[src/rtl/sram_data_controller.sv]
// -----------------------------------------------------------------------------
// sram_data_controller
//
// Splits one 32-bit MEM-stage load or store into two timed 16-bit accesses to
// an external asynchronous SRAM (low half-word first, then high half-word).
// It stalls the pipeline with `freeze` while an access is in flight. A load
// result is presented with a single-cycle `ready` pulse.
//
// Ports
//   clk          rising-edge clock
//   rst          asynchronous, active-low reset
//   rd_en        load request from the MEM stage
//   wr_en        store request from the MEM stage (wins if rd_en is also high)
//   address      byte address (ALU result); BASE_ADDR maps to SRAM word 0
//   write_data   store data
//   read_data    assembled load result (held until the next load)
//   ready        one-cycle completion pulse (DONE state)
//   freeze       pipeline stall, combinational
//   sram_addr    18-bit half-word address
//   sram_dq_in   SRAM read data
//   sram_dq_out  SRAM write data
//   sram_dq_oe   data bus drive enable (the tristate is built above this block)
//   sram_we_n    write strobe, active-low
//   sram_oe_n    output enable, active-low
//   dbg_state    current FSM state, for observation only
//
// Handshake: a request (rd_en | wr_en) is accepted in the IDLE cycle where it
// is first seen. `freeze` goes high in that same cycle and stays high until the
// cycle before DONE. `ready` is high in DONE only. The pipeline advances on
// the edge that ends DONE, and the next request is looked at one cycle later
// in IDLE. No abort is possible once a request has been accepted.
// -----------------------------------------------------------------------------
module sram_data_controller #(
  parameter int WAIT_CYCLES = 2,
  parameter int BASE_ADDR   = 1024
) (
  input  logic        clk,
  input  logic        rst,
  input  logic        rd_en,
  input  logic        wr_en,
  input  logic [31:0] address,
  input  logic [31:0] write_data,
  output logic [31:0] read_data,
  output logic        ready,
  output logic        freeze,
  output logic [17:0] sram_addr,
  input  logic [15:0] sram_dq_in,
  output logic [15:0] sram_dq_out,
  output logic        sram_dq_oe,
  output logic        sram_we_n,
  output logic        sram_oe_n,
  output logic [1:0]  dbg_state
);

  // A single-cycle phase still needs a one-bit counter.
  localparam int CNT_W = (WAIT_CYCLES > 1) ? $clog2(WAIT_CYCLES) : 1;
  localparam logic [CNT_W-1:0] CNT_LAST = CNT_W'(WAIT_CYCLES - 1);
  localparam logic [31:0]      BASE_U   = 32'(BASE_ADDR);

  typedef enum logic [1:0] {
    S_IDLE = 2'd0,
    S_LOW  = 2'd1,
    S_HIGH = 2'd2,
    S_DONE = 2'd3
  } state_t;

  state_t            state_q, state_d;
  logic [CNT_W-1:0]  cnt_q, cnt_d;
  logic              op_wr_q, op_wr_d;
  logic [16:0]       word_q, word_d;
  logic [31:0]       wdata_q, wdata_d;
  logic [31:0]       read_data_q, read_data_d;

  logic              request;
  logic              cnt_last;
  logic              in_phase;
  logic [16:0]       offset_word;

  assign request  = rd_en | wr_en;
  assign cnt_last = (cnt_q == CNT_LAST);
  assign in_phase = (state_q == S_LOW) || (state_q == S_HIGH);

  // The byte offset wraps modulo 2^32. Bits [1:0] select a byte inside the
  // word and are dropped. Bits above 18 fall outside the SRAM and are dropped
  // as well, so an out-of-range address wraps silently.
  assign offset_word = 17'((address - BASE_U) >> 2);

  // State and datapath registers
  always_ff @(posedge clk or negedge rst) begin
    if (!rst) begin
      state_q     <= S_IDLE;
      cnt_q       <= '0;
      op_wr_q     <= 1'b0;
      word_q      <= '0;
      wdata_q     <= '0;
      read_data_q <= '0;
    end else begin
      state_q     <= state_d;
      cnt_q       <= cnt_d;
      op_wr_q     <= op_wr_d;
      word_q      <= word_d;
      wdata_q     <= wdata_d;
      read_data_q <= read_data_d;
    end
  end

  // Next-state logic
  always_comb begin
    state_d     = state_q;
    cnt_d       = cnt_q;
    op_wr_d     = op_wr_q;
    word_d      = word_q;
    wdata_d     = wdata_q;
    read_data_d = read_data_q;

    case (state_q)
      S_IDLE: begin
        if (request) begin
          // A write takes priority when both enables are high.
          op_wr_d = wr_en;
          word_d  = offset_word;
          wdata_d = write_data;
          cnt_d   = '0;
          state_d = S_LOW;
        end
      end

      S_LOW: begin
        if (cnt_last) begin
          // Sample the SRAM at the end of the phase, after it has had the
          // full WAIT_CYCLES of access time.
          if (!op_wr_q) begin
            read_data_d[15:0] = sram_dq_in;
          end
          cnt_d   = '0;
          state_d = S_HIGH;
        end else begin
          cnt_d = cnt_q + CNT_W'(1);
        end
      end

      S_HIGH: begin
        if (cnt_last) begin
          if (!op_wr_q) begin
            read_data_d[31:16] = sram_dq_in;
          end
          cnt_d   = '0;
          state_d = S_DONE;
        end else begin
          cnt_d = cnt_q + CNT_W'(1);
        end
      end

      S_DONE: begin
        state_d = S_IDLE;
      end

      default: begin
        state_d = S_IDLE;
      end
    endcase
  end

  // SRAM-side outputs and ready are decoded from registered state only.
  // This keeps the request inputs off every path that reaches the SRAM pins.
  always_comb begin
    sram_addr   = '0;
    sram_dq_out = '0;
    sram_dq_oe  = 1'b0;
    sram_we_n   = 1'b1;
    sram_oe_n   = 1'b1;

    if (in_phase) begin
      sram_addr = {word_q, (state_q == S_HIGH)};
      if (op_wr_q) begin
        sram_we_n   = 1'b0;
        sram_dq_oe  = 1'b1;
        sram_dq_out = (state_q == S_HIGH) ? wdata_q[31:16] : wdata_q[15:0];
      end else begin
        sram_oe_n = 1'b0;
      end
    end
  end

  assign ready     = (state_q == S_DONE);
  assign freeze    = ((state_q == S_IDLE) && request) || in_phase;
  assign read_data = read_data_q;
  assign dbg_state = state_q;

endmodule

[config.mk]
export PLATFORM = sky130hd
export DESIGN_NAME = sram_data_controller
export DESIGN_NICKNAME = d
export VERILOG_FILES = /design/src/rtl/sram_data_controller.sv
export SDC_FILE = /design/constraint.sdc
export NUM_CORES = 1
export LEC_CHECK = 0
export BUFFER_PORTS_ARGS = -buffer_cell sky130_fd_sc_hd__buf_2
export CAP_MARGIN = 20
export CORE_UTILIZATION = 45
export CTS_BUF_LIST = sky130_fd_sc_hd__clkbuf_2
export CTS_CLUSTER_DIAMETER = 120
export DETAILED_ROUTE_END_ITERATION = 6
export GPL_TIMING_DRIVEN = 0
export PLACE_DENSITY = 0.89
export SLEW_MARGIN = 25
export SYNTH_ARGS = -nofsm -noshare
export SYNTH_HDL_FRONTEND = slang
export SYNTH_SLANG_ARGS = --single-unit
[constraint.sdc]
create_clock -name clk -period 1.7 [get_ports clk]
set_clock_uncertainty 0.15 [all_clocks]
set_input_delay 0.17 -clock clk [delete_from_list [all_inputs] [get_ports clk]]
set_output_delay 0.17 -clock clk [all_outputs]
set_load 0.02 [all_outputs]
== Word level (Yosys, flattened, before mapping) ==
Index checks and enable logic that the tools add are counted.

* Register bits after elaboration: 85
* Input port bits: 84
* Output and inout bits: 73
* Word-level logic and storage cells: 44

* Add/sub/neg operators: 2
* Equality and inequality tests: 6
* Multiplexer cells: 16
* Bitwise logic cells: 2
* Reductions and logical operators: 11

{| class="wikitable"
|+ Operators by type and width
! cell !! number
|-
| 16-bit two-way mux || 3
|-
| 19-bit by 11-bit subtractor with 19-bit output, second input constant || 1
|-
| 18-bit two-way mux || 1
|-
| 3-bit AND reduction || 3
|-
| 2-bit case mux with 4 select lines || 1
|-
| 1-bit two-way mux || 7
|-
| 2-bit two-way mux || 3
|-
| 2-bit != test, second input constant || 3
|-
| 2-bit == test, second input constant || 2
|-
| 2-bit AND reduction || 2
|-
| 2-bit by 1-bit == test with 1-bit output, second input constant || 1
|-
| 2-bit zero test || 1
|-
| 1-bit logical OR || 2
|-
| 1-bit case mux with 2 select lines || 1
|-
| 2-bit nonzero test || 1
|-
| 2-bit OR reduction || 1
|-
| 1-bit adder, second input constant || 1
|-
| 1-bit logical AND || 1
|-
| 1-bit NOT || 1
|-
| 1-bit bitwise OR || 1
|}

== Depth between registers and ports, before layout ==
Gate-level depths: netlist of the first run.

* Depth after elaboration: 4
* Depth in mapped cells: 6
* Mapped depth without buffers: 5

== Worst setup path before layout of the first run ==
Ideal clock, no wire load.

* Kind: reg-to-reg
* Start: reg state_q[0], in the netlist dbg_state[0]
* End: reg read_data_q[21], in the netlist read_data[21]
* Setup time: 0.125 ns
* Data arrival time: 1.895 ns
* Required time: 1.425 ns
* Setup slack: -0.470 ns
* Cell stages (with the launch flop): 7
* Buffers on the path: 2
* Clock period less this slack: 2.170 ns
* Path through: dfrtp_1 inv_1 ha_1 buf_2 nand2_1 buf_2 mux2_2

* Word-level cells in the longest chain between the ends: 2

{| class="wikitable"
|+ RTL lines
! element !! line !! text
|-
| from (decl) || 67 || <nowiki>state_t state_q, state_d;</nowiki>
|-
| from (signal assigned) || 98 || <nowiki>state_q <= state_d;</nowiki>
|-
| 2-bit == test || 116 || <nowiki>case (state_q)</nowiki>
|-
| 3-bit AND reduction (no source line) || -- ||
|-
| to (signal assigned) || 103 || <nowiki>read_data_q <= read_data_d;</nowiki>
|-
| to (decl) || 72 || <nowiki>logic [31:0] read_data_q, read_data_d;</nowiki>
|}

No other way between the ends.
A chain may end at the register's enable or synchronous reset.

== Final worst setup path of the first run ==
* Start: reg state_q[1], in the netlist dbg_state[1]
* End: out sram_dq_out[15]

* Word-level cells in the longest chain between the ends: 4
* Elaborated cells on any way between the ends: 6
* Classes of those cells: eq/ne: 2; mux: 3; reduce/logical: 1

{| class="wikitable"
|+ RTL lines
! element !! line !! text
|-
| 2-bit == test || 81, 178 ||
|-
| 16-bit two-way mux || 178 || <nowiki>sram_dq_out = (state_q == S_HIGH) ? wdata_q[31:16] : wdata_q[15:0];</nowiki>
|-
| 16-bit two-way mux || 175 || <nowiki>if (op_wr_q) begin</nowiki>
|-
| 16-bit two-way mux * || 173 || <nowiki>if (in_phase) begin</nowiki>
|-
| to (decl) || 48 || <nowiki>output logic [15:0] sram_dq_out,</nowiki>
|}

Mark *: on every way between the ends. The rest lies on a longest branch, timed or not.

==> results by group, run 1 <==
Timing
  • Final hold vios: 0
  • Tightest Pin Transition: 483 ps
  • Final setup viols: 60
  • Final period util: 137%
  • Final setup margin: -623 ps
  • Hold Slack: 22.2 ps
  • Fin. max-slew vios: 0
  • Highest clock rate: around 0.43 GHz
  • Max-slew headroom: around 68%
  • Fin Setup TNS: -23510 ps
  • RSZ-0062 raised after global routing: true
  • Fin crit period: 2320 ps

Logic synthesis
  • Post-synth EDFFs: 0
  • #FFs+latches synth: 85
  • Largest family of logic cells by synthesized area: simple AND/OR/NAND/NOR gates
  • Multiplexer share of the synthesized area: around 14%
  • Top_reg_cell synth: dfrtp_1
  • Cell variety after synth: 29
  • Seq/Total Area, Yosys: between 50% and 60%
  • Average size of a mapped cell: between 10 and 15 µm²
  • Compound-Gate Fraction of Synth Area: a little over 3%
  • Mapped Cells: 368
  • Synthesized Nets: 458
  • Post-Synth Adder-Cell Area: 2.00%
  • Xor and xnor area share after synthesis: less than 1%
  • Ys async rst share: 100%
  • Syn. warnings: 0
  • Synth Cell Area: 0.00375 mm²
  • Area share of and/or/nand/nor cells after synthesis: approximately 21%

Placed design
  • HPWL after detailed placement: a little under 7000 µm
  • Setup WS pre-CTS: -234 ps
  • GPL Wtd Cong: about 0.8
  • Port Buf Inserts: roughly 140
  • Dpl cells: around 610
  • Placed cell area: 0.00483 mm²

Critical path
  • Max Fanout on Critical Path: 5
  • Crit Path Category: reg -> out
  • CP Data Required Time: about 1400 ps
  • Worst setup EP type: output pin
  • Crit path launch type: flop
  • Crit path top cell by count: buf_6
  • Slowest cell on the critical path: dfrtp_2
  • CP arrival: around 2000 ps
  • Largest stage delay, worst path: roughly 470 ps
  • CP Cell Sequence: buf_6 > ha_4 > buf_12 > buf_6 > mux2i_1 > nor2_1 > buf_4

Pwr
  • Int Power: 7.18 mW
  • Pwr dens: between 2000 and 2500 mW/mm²
  • Clock power share: 7.5%
  • Switching Fraction: between 40 and 50%
  • Sequential share of power: 29.5%
  • Total power: ~13 mW
  • Lkg Pwr: between 3 and 4 nW
  • Logic pwr share: 63.0%
  • Switching power total: approximately 5.8 mW
  • VDD IR max: approximately 1.1 mV

Final layout
  • Share of cells above drive strength 1: between 40% and 50%
  • Post-Layout Cell Count: slightly above 700
  • Fin util: about four fifths
  • Fin area: 0.00626 mm²
  • Multi-input gate area in the final layout: 0.00189 mm²
  • Nets: about 700
  • Syn-to-layout area delta: 66.9%
  • # diodes: 0
  • # fillers: about 430
  • Reg area: roughly 0.0021 mm²

Clocking
  • Reg clk slew, reported paths: 220 ps
  • Clock Sinks: 85
  • Worst-Skew Late Latency: slightly above 500 ps
  • CTS HTree Levels: 3
  • CTS Buffer Depth: 2
  • CTS buffer count: 9
  • Root buf cell: clkbuf_2
  • CTS tree: yes

Die
  • Die area: 0.00870 mm²
  • Die width: between 90 and 100 µm
  • I/O pin cnt: about 160
  • Die height: ~93 µm
  • Initial Utilization: between 40% and 50%
  • Row Count: 32
  • Core ar.: 0.00789 mm²

Job
  • Max_cap viols: 0

Detailed routing
  • Initial DRC Count: about 190
  • Routed WL per cell: about 19 µm
  • Post-DRT Antenna Nets: 0
  • Post-route DRC: 0
  • Router iterations before antenna repair: 4
  • Total Wirelength: around 13000 µm
  • Drt via density: 5.33
  • DR vias: between 3k and 4k

GRT
  • Largest net degree at the start of global routing: between 50 and 60
  • Tot GR Track Use: between 30 and 40%
  • Gr ovfl total: 0
  • Vias in the first global route: 4028
  • Initial antenna violation count: 0
  • Wire length of the first global-routing pass: ~20000 µm

Status
  • Status: finished with violations
  • Failing checks: negative setup slack

Min path
  • Worst hold-check path type: in -> reg
==> layer usage <==
layer | GRT usage [%] | part of all wire (%)
met5 | 0 | 0
met4 | 19.6 | 4.4
met3 | 5.69 | 5.9
met2 | 55.5 | 53
met1 | 33.8 | 37
==> worst max-delay path, delay by kind of cell (launching register included) <==
family	cells	cell delay, ps
buffers and inverters	4	580
DFF	1	470
adders and majority gates	1	160
and+or+nand+nor	1	170
muxes	1	120
==> power by group through the flow <==
stage	Sequential (mW)	Combinational [mW]	Clock (mW)
CTS	3.67	7.27	0.992
floorplan	4.11	3.74	0
global placement	3.63	5.79	0
global route	3.92	8.65	1.08
finish	3.83	8.18	0.973
detailed placement	3.72	5.95	0
==> placed cells by master (no fill, tap or decap), drive strengths merged <==
cell type and instances:
ha 6, nand2 130, and2 17, mux2i 17, inv 5, o21a 1
xnor2 2, o31ai 3, clkinv 2, o2bb2ai 1, dfrtp 85, a31oi 5
buf 174, dlygate4sd3 70, nor2b 1, bufinv 1, o21ai 8, or4 3
nand3b 1, nor3b 1, nand2b 2, clkbuf 17, mux2 33, or3b 1
nor2 24, a21oi 1, xor2 1, or3 3
==> registers in the layout (all words and copies together) (netlist names) <==
name       flops
read_data     32
cnt_last       1
word_q        17
wdata_q       32
dbg_state      2
op_wr_q        1
==> final timing paths <==
path	startpoint	to	slack, ps	cells after the start
worst max-delay path	dbg_state[1]	sram_dq_out[15]	-620	7
worst min-delay path	wr_en	wdata_q[3]	20	5
worst max register to register	dbg_state[1]	read_data[29]	-210	8
worst min register to register	word_q[5]	word_q[5]	350	2
max in group asynchronous	rst	read_data[30]	250	4
min in group asynchronous	rst	wdata_q[12]	520	3
==> what timing repair did <==
action / in CTS / in global routing
hold buffers: 70 / 2
cloned: 3 / 0
gates resized for setup: 65 / 68
setup endpoints to repair: 110 / 119
pin swaps: 6 / 7
buffers inserted: 17 / 2
endpoints found under the hold margin: 168 / 5
==> area by class of cell <==
cell class	instances	area share (%)
sequential	85	34.0
multi-input combinational	261	30.2
timing repair buffer	234	28.9
buffer	17	3.06
tap	102	2.04
clock buffer	10	0.800
clock inverter	3	0.640
inverter	5	0.340
==> cells in the mapped netlist (all sizes together), types with 3 or more instances <==
| cell type | n | area (µm²) |
|---|---|---|
| nor2 | 24 | 90.1 |
| or4 | 3 | 26.3 |
| mux2i | 17 | 170 |
| o21ai | 8 | 40.0 |
| ha | 6 | 75.1 |
| clkbuf | 12 | 45.0 |
| or3 | 3 | 23.8 |
| nand2 | 130 | 488 |
| a31oi | 5 | 31.3 |
| mux2 | 33 | 372 |
| inv | 5 | 18.8 |
| and2 | 17 | 106 |
| dfrtp | 85 | 2130 |
| buf | 5 | 23.8 |
| o31ai | 3 | 22.5 |
==> cell families (layout without fill, tap and decap cells) <==
kind of cell / count (synthesis) / after routing
adder cells (fa/ha/maj): 6 / 6
buffers and inverters: 22 / 269
AND/OR/NAND/NOR: 183 / 183
flip-flops: 85 / 85
AO/OA/AOI/OAI: 19 / 19
multiplexers: 50 / 50
XOR/XNOR: 3 / 3
(Power assumes the default switching activity.)
==> run 2, diff against run 1 <==
--- a/config.mk
+++ b/config.mk
@@ -7,12 +7,13 @@
 export LEC_CHECK = 0
 export BUFFER_PORTS_ARGS = -buffer_cell sky130_fd_sc_hd__buf_2
 export CAP_MARGIN = 20
-export CORE_UTILIZATION = 45
+export CORE_UTILIZATION = 53
 export CTS_BUF_LIST = sky130_fd_sc_hd__clkbuf_2
 export CTS_CLUSTER_DIAMETER = 120
 export DETAILED_ROUTE_END_ITERATION = 6
 export GPL_TIMING_DRIVEN = 0
-export PLACE_DENSITY = 0.89
+export PLACE_DENSITY = 0.95
+export SKIP_CTS_REPAIR_TIMING = 1
 export SLEW_MARGIN = 25
 export SYNTH_ARGS = -nofsm -noshare
 export SYNTH_HDL_FRONTEND = slang
==> constraint.sdc (replaced) <==
create_clock -name clk -period 3 [get_ports clk]
set_clock_uncertainty 0.15 [all_clocks]
set_input_delay 0.3 -clock clk [delete_from_list [all_inputs] [get_ports clk]]
set_output_delay 0.3 -clock clk [all_outputs]
set_load 0.02 [all_outputs]
==> run 2 against run 1 <==
The run ends with negative hold slack left. Register-to-register slack better by 560 ps. Combinational power fell by 60%. Clock-buffer cell count fell by 1. Cell area down 13%. Sequential power shrank 46%. Worst hold slack got worse by 24 ps. Critical endpoint is now sram_dq_out[12]. Via count decreased by 8.2%.
==> results by group, run 2 (synthesis results as in run 1) <==
Final layout
  • Nets: 683
  • Fin area: between 0.005 and 0.006 mm²
  • Commonest non-fill, non-tap cell in the layout: buf_2
  • Post-Layout Cell Count: 694
  • Syn-to-layout area delta: 44.6%
  • Commonest cells after routing, fill and taps aside: buf_2 (143), nand2_1 (130), dfrtp_1 (85), dlygate4sd3_1 (72), mux2_2 (33)
  • Fin util: between 70% and 80%
  • # diodes: 0
  • Share of cells above drive strength 1: around 33%

Timing
  • Fin crit period: 2930 ps
  • Max-slew headroom: 65.1%
  • Tightest Pin Transition: roughly 520 ps
  • Final period util: 97.6%
  • Final setup margin: 71.2 ps
  • Highest clock rate: around 0.34 GHz
  • Final setup viols: 0
  • Hold Slack: -2.09 ps
  • Fin. max-slew vios: 0
  • Final hold vios: 1

Die
  • Die height: roughly 86 µm
  • I/O pin cnt: ~160
  • Die width: 86.1 µm
  • Initial Utilization: between 50% and 60%
  • Core ar.: 0.00683 mm²
  • Row Count: 30
  • Die area: 0.00742 mm²

Detailed routing
  • Routed WL per cell: 16.0 µm
  • Post-DRT Antenna Nets: 0
  • Total Wirelength: ~11000 µm
  • DR vias: between 3k and 4k
  • Post-route DRC: 0
  • Drt via density: 5.06
  • Router iterations before antenna repair: 5
  • Initial DRC Count: between 150 and 200

Critical path
  • Sum of buffers and inverters on the critical path: 4
  • CP Cell Sequence: inv_1 > ha_1 > buf_2 > clkbuf_4 > mux2i_1 > nor2_1 > buf_2
  • Slowest cell on the critical path: dfrtp_1
  • R2R Path End: word_q[11]
  • Worst setup EP type: output pin
  • Worst setup path endpoint: sram_dq_out[12]
  • Reg2reg start: dbg_state[0]
  • Crit path launch type: flop
  • Critical Path Stages: 7
  • CP top delay family: buffers and inverters
  • Crit path top cell by count: buf_2
  • Path depth of the worst reg2reg path: 7
  • Max Fanout on Critical Path: 10
  • CP Data Required Time: ~2600 ps
  • Worst Setup SP: dbg_state[0]
  • Largest stage delay, worst path: 500 ps
  • Crit Path Category: reg -> out
  • R2r setup slk: 350 ps
  • CP arrival: 2480 ps

GRT
  • Busiest metal layer after global routing: met2
  • Initial antenna violation count: 0
  • Tot GR Track Use: between 20% and 30%
  • Vias in the first global route: 2988
  • Wire length of the first global-routing pass: around 14000 µm
  • Met2 Resource Use GR: 41.7%
  • Gr ovfl total: 0
  • Global Route met1 Usage: 30.6%
  • Largest net degree at the start of global routing: 50
  • Global Route met3 Usage: about 4.1%

Placed design
  • Placed cell area: roughly 0.0046 mm²
  • GPL Wtd Cong: between 0.7 and 0.8
  • HPWL after detailed placement: roughly 6400 µm
  • Dpl cells: approximately 600
  • Port Buf Inserts: between 100 and 150
  • Setup WS pre-CTS: roughly 710 ps

Pwr
  • Lkg Pwr: 2.80 nW
  • Pwr dens: about 1100 mW/mm²
  • VDD IR max: about 0.56 mV

Job
  • Max_cap viols: 0

Status
  • Status: finished with violations
  • Failing checks: negative hold slack

Clocking
  • CTS Buffer Depth: 2
  • Reg clk slew, reported paths: ~240 ps
  • Clock Sinks: 85
  • CTS buffer count: 9
  • Root buf cell: clkbuf_2
  • Worst-Skew Late Latency: approximately 520 ps
  • CTS tree: yes
  • CTS HTree Levels: 3

Min path
  • Worst hold-check path type: in -> reg
run 2: cell types whose count changed in the layout (fill, tap and decap cells not counted), sizes merged:
cell         before  now
inv               5    8
dlygate4sd3      70   72
buf             174  146
bufinv            1    0
clkinv            2    4
clkbuf           17   22
run 2: worst min path at each step:
stage	to	startpoint	cells after the start	slack [ps]
after detailed placement	read_data[16]	rst	1	150
after CTS	wdata_q[10]	rst	1	-450
after global routing	word_q[9]	address[11]	4	30
final	word_q[9]	address[11]	4	-2
after global placement	word_q[7]	word_q[7]	2	300
after floorplan	cnt_last	rst	0	-150
run 2: layer usage:
metal	vias to the layer above	wire [µm]
li1	1643	-
met1	1667	4360
met2	167	5680
met3	34	707
met4	0	340
met5	-	0
run 2: where the power goes:
group	switching, mW	internal [mW]
logic	1.99	1.25
registers	0.338	1.72
clock network	0.414	0.115
total	2.74	3.08
run 2: cell type report:
type	instances	area, µm²
inverters	5	18.8
well taps	96	120
multi-input cells	261	1540
clock buffers	9	45.0
plain buffers	17	72.6
clock inverters	7	48.8
repair buffers	214	1460
flip-flops and latches	85	2130
fillers	452	1410
run 2: worst min-delay path, delay by kind of cell:
kind,cells,cell delay (ps)
AO/OA/AOI/OAI,1,80
adder cells (fa/ha/maj),1,110
buffers and inverters,2,160
run 2: metrics by stage:
stage | hold slack [ps] | TNS [ps] | power, mW
after floorplan | -146 | 0 | 4.05
after global placement | 303 | 0 | 4.93
after detailed placement | 152 | 0 | 5.06
after CTS | -447 | 0 | 5.57
after global routing | 29.3 | -320 | 6.21
final | -2.09 | 0 | 5.82
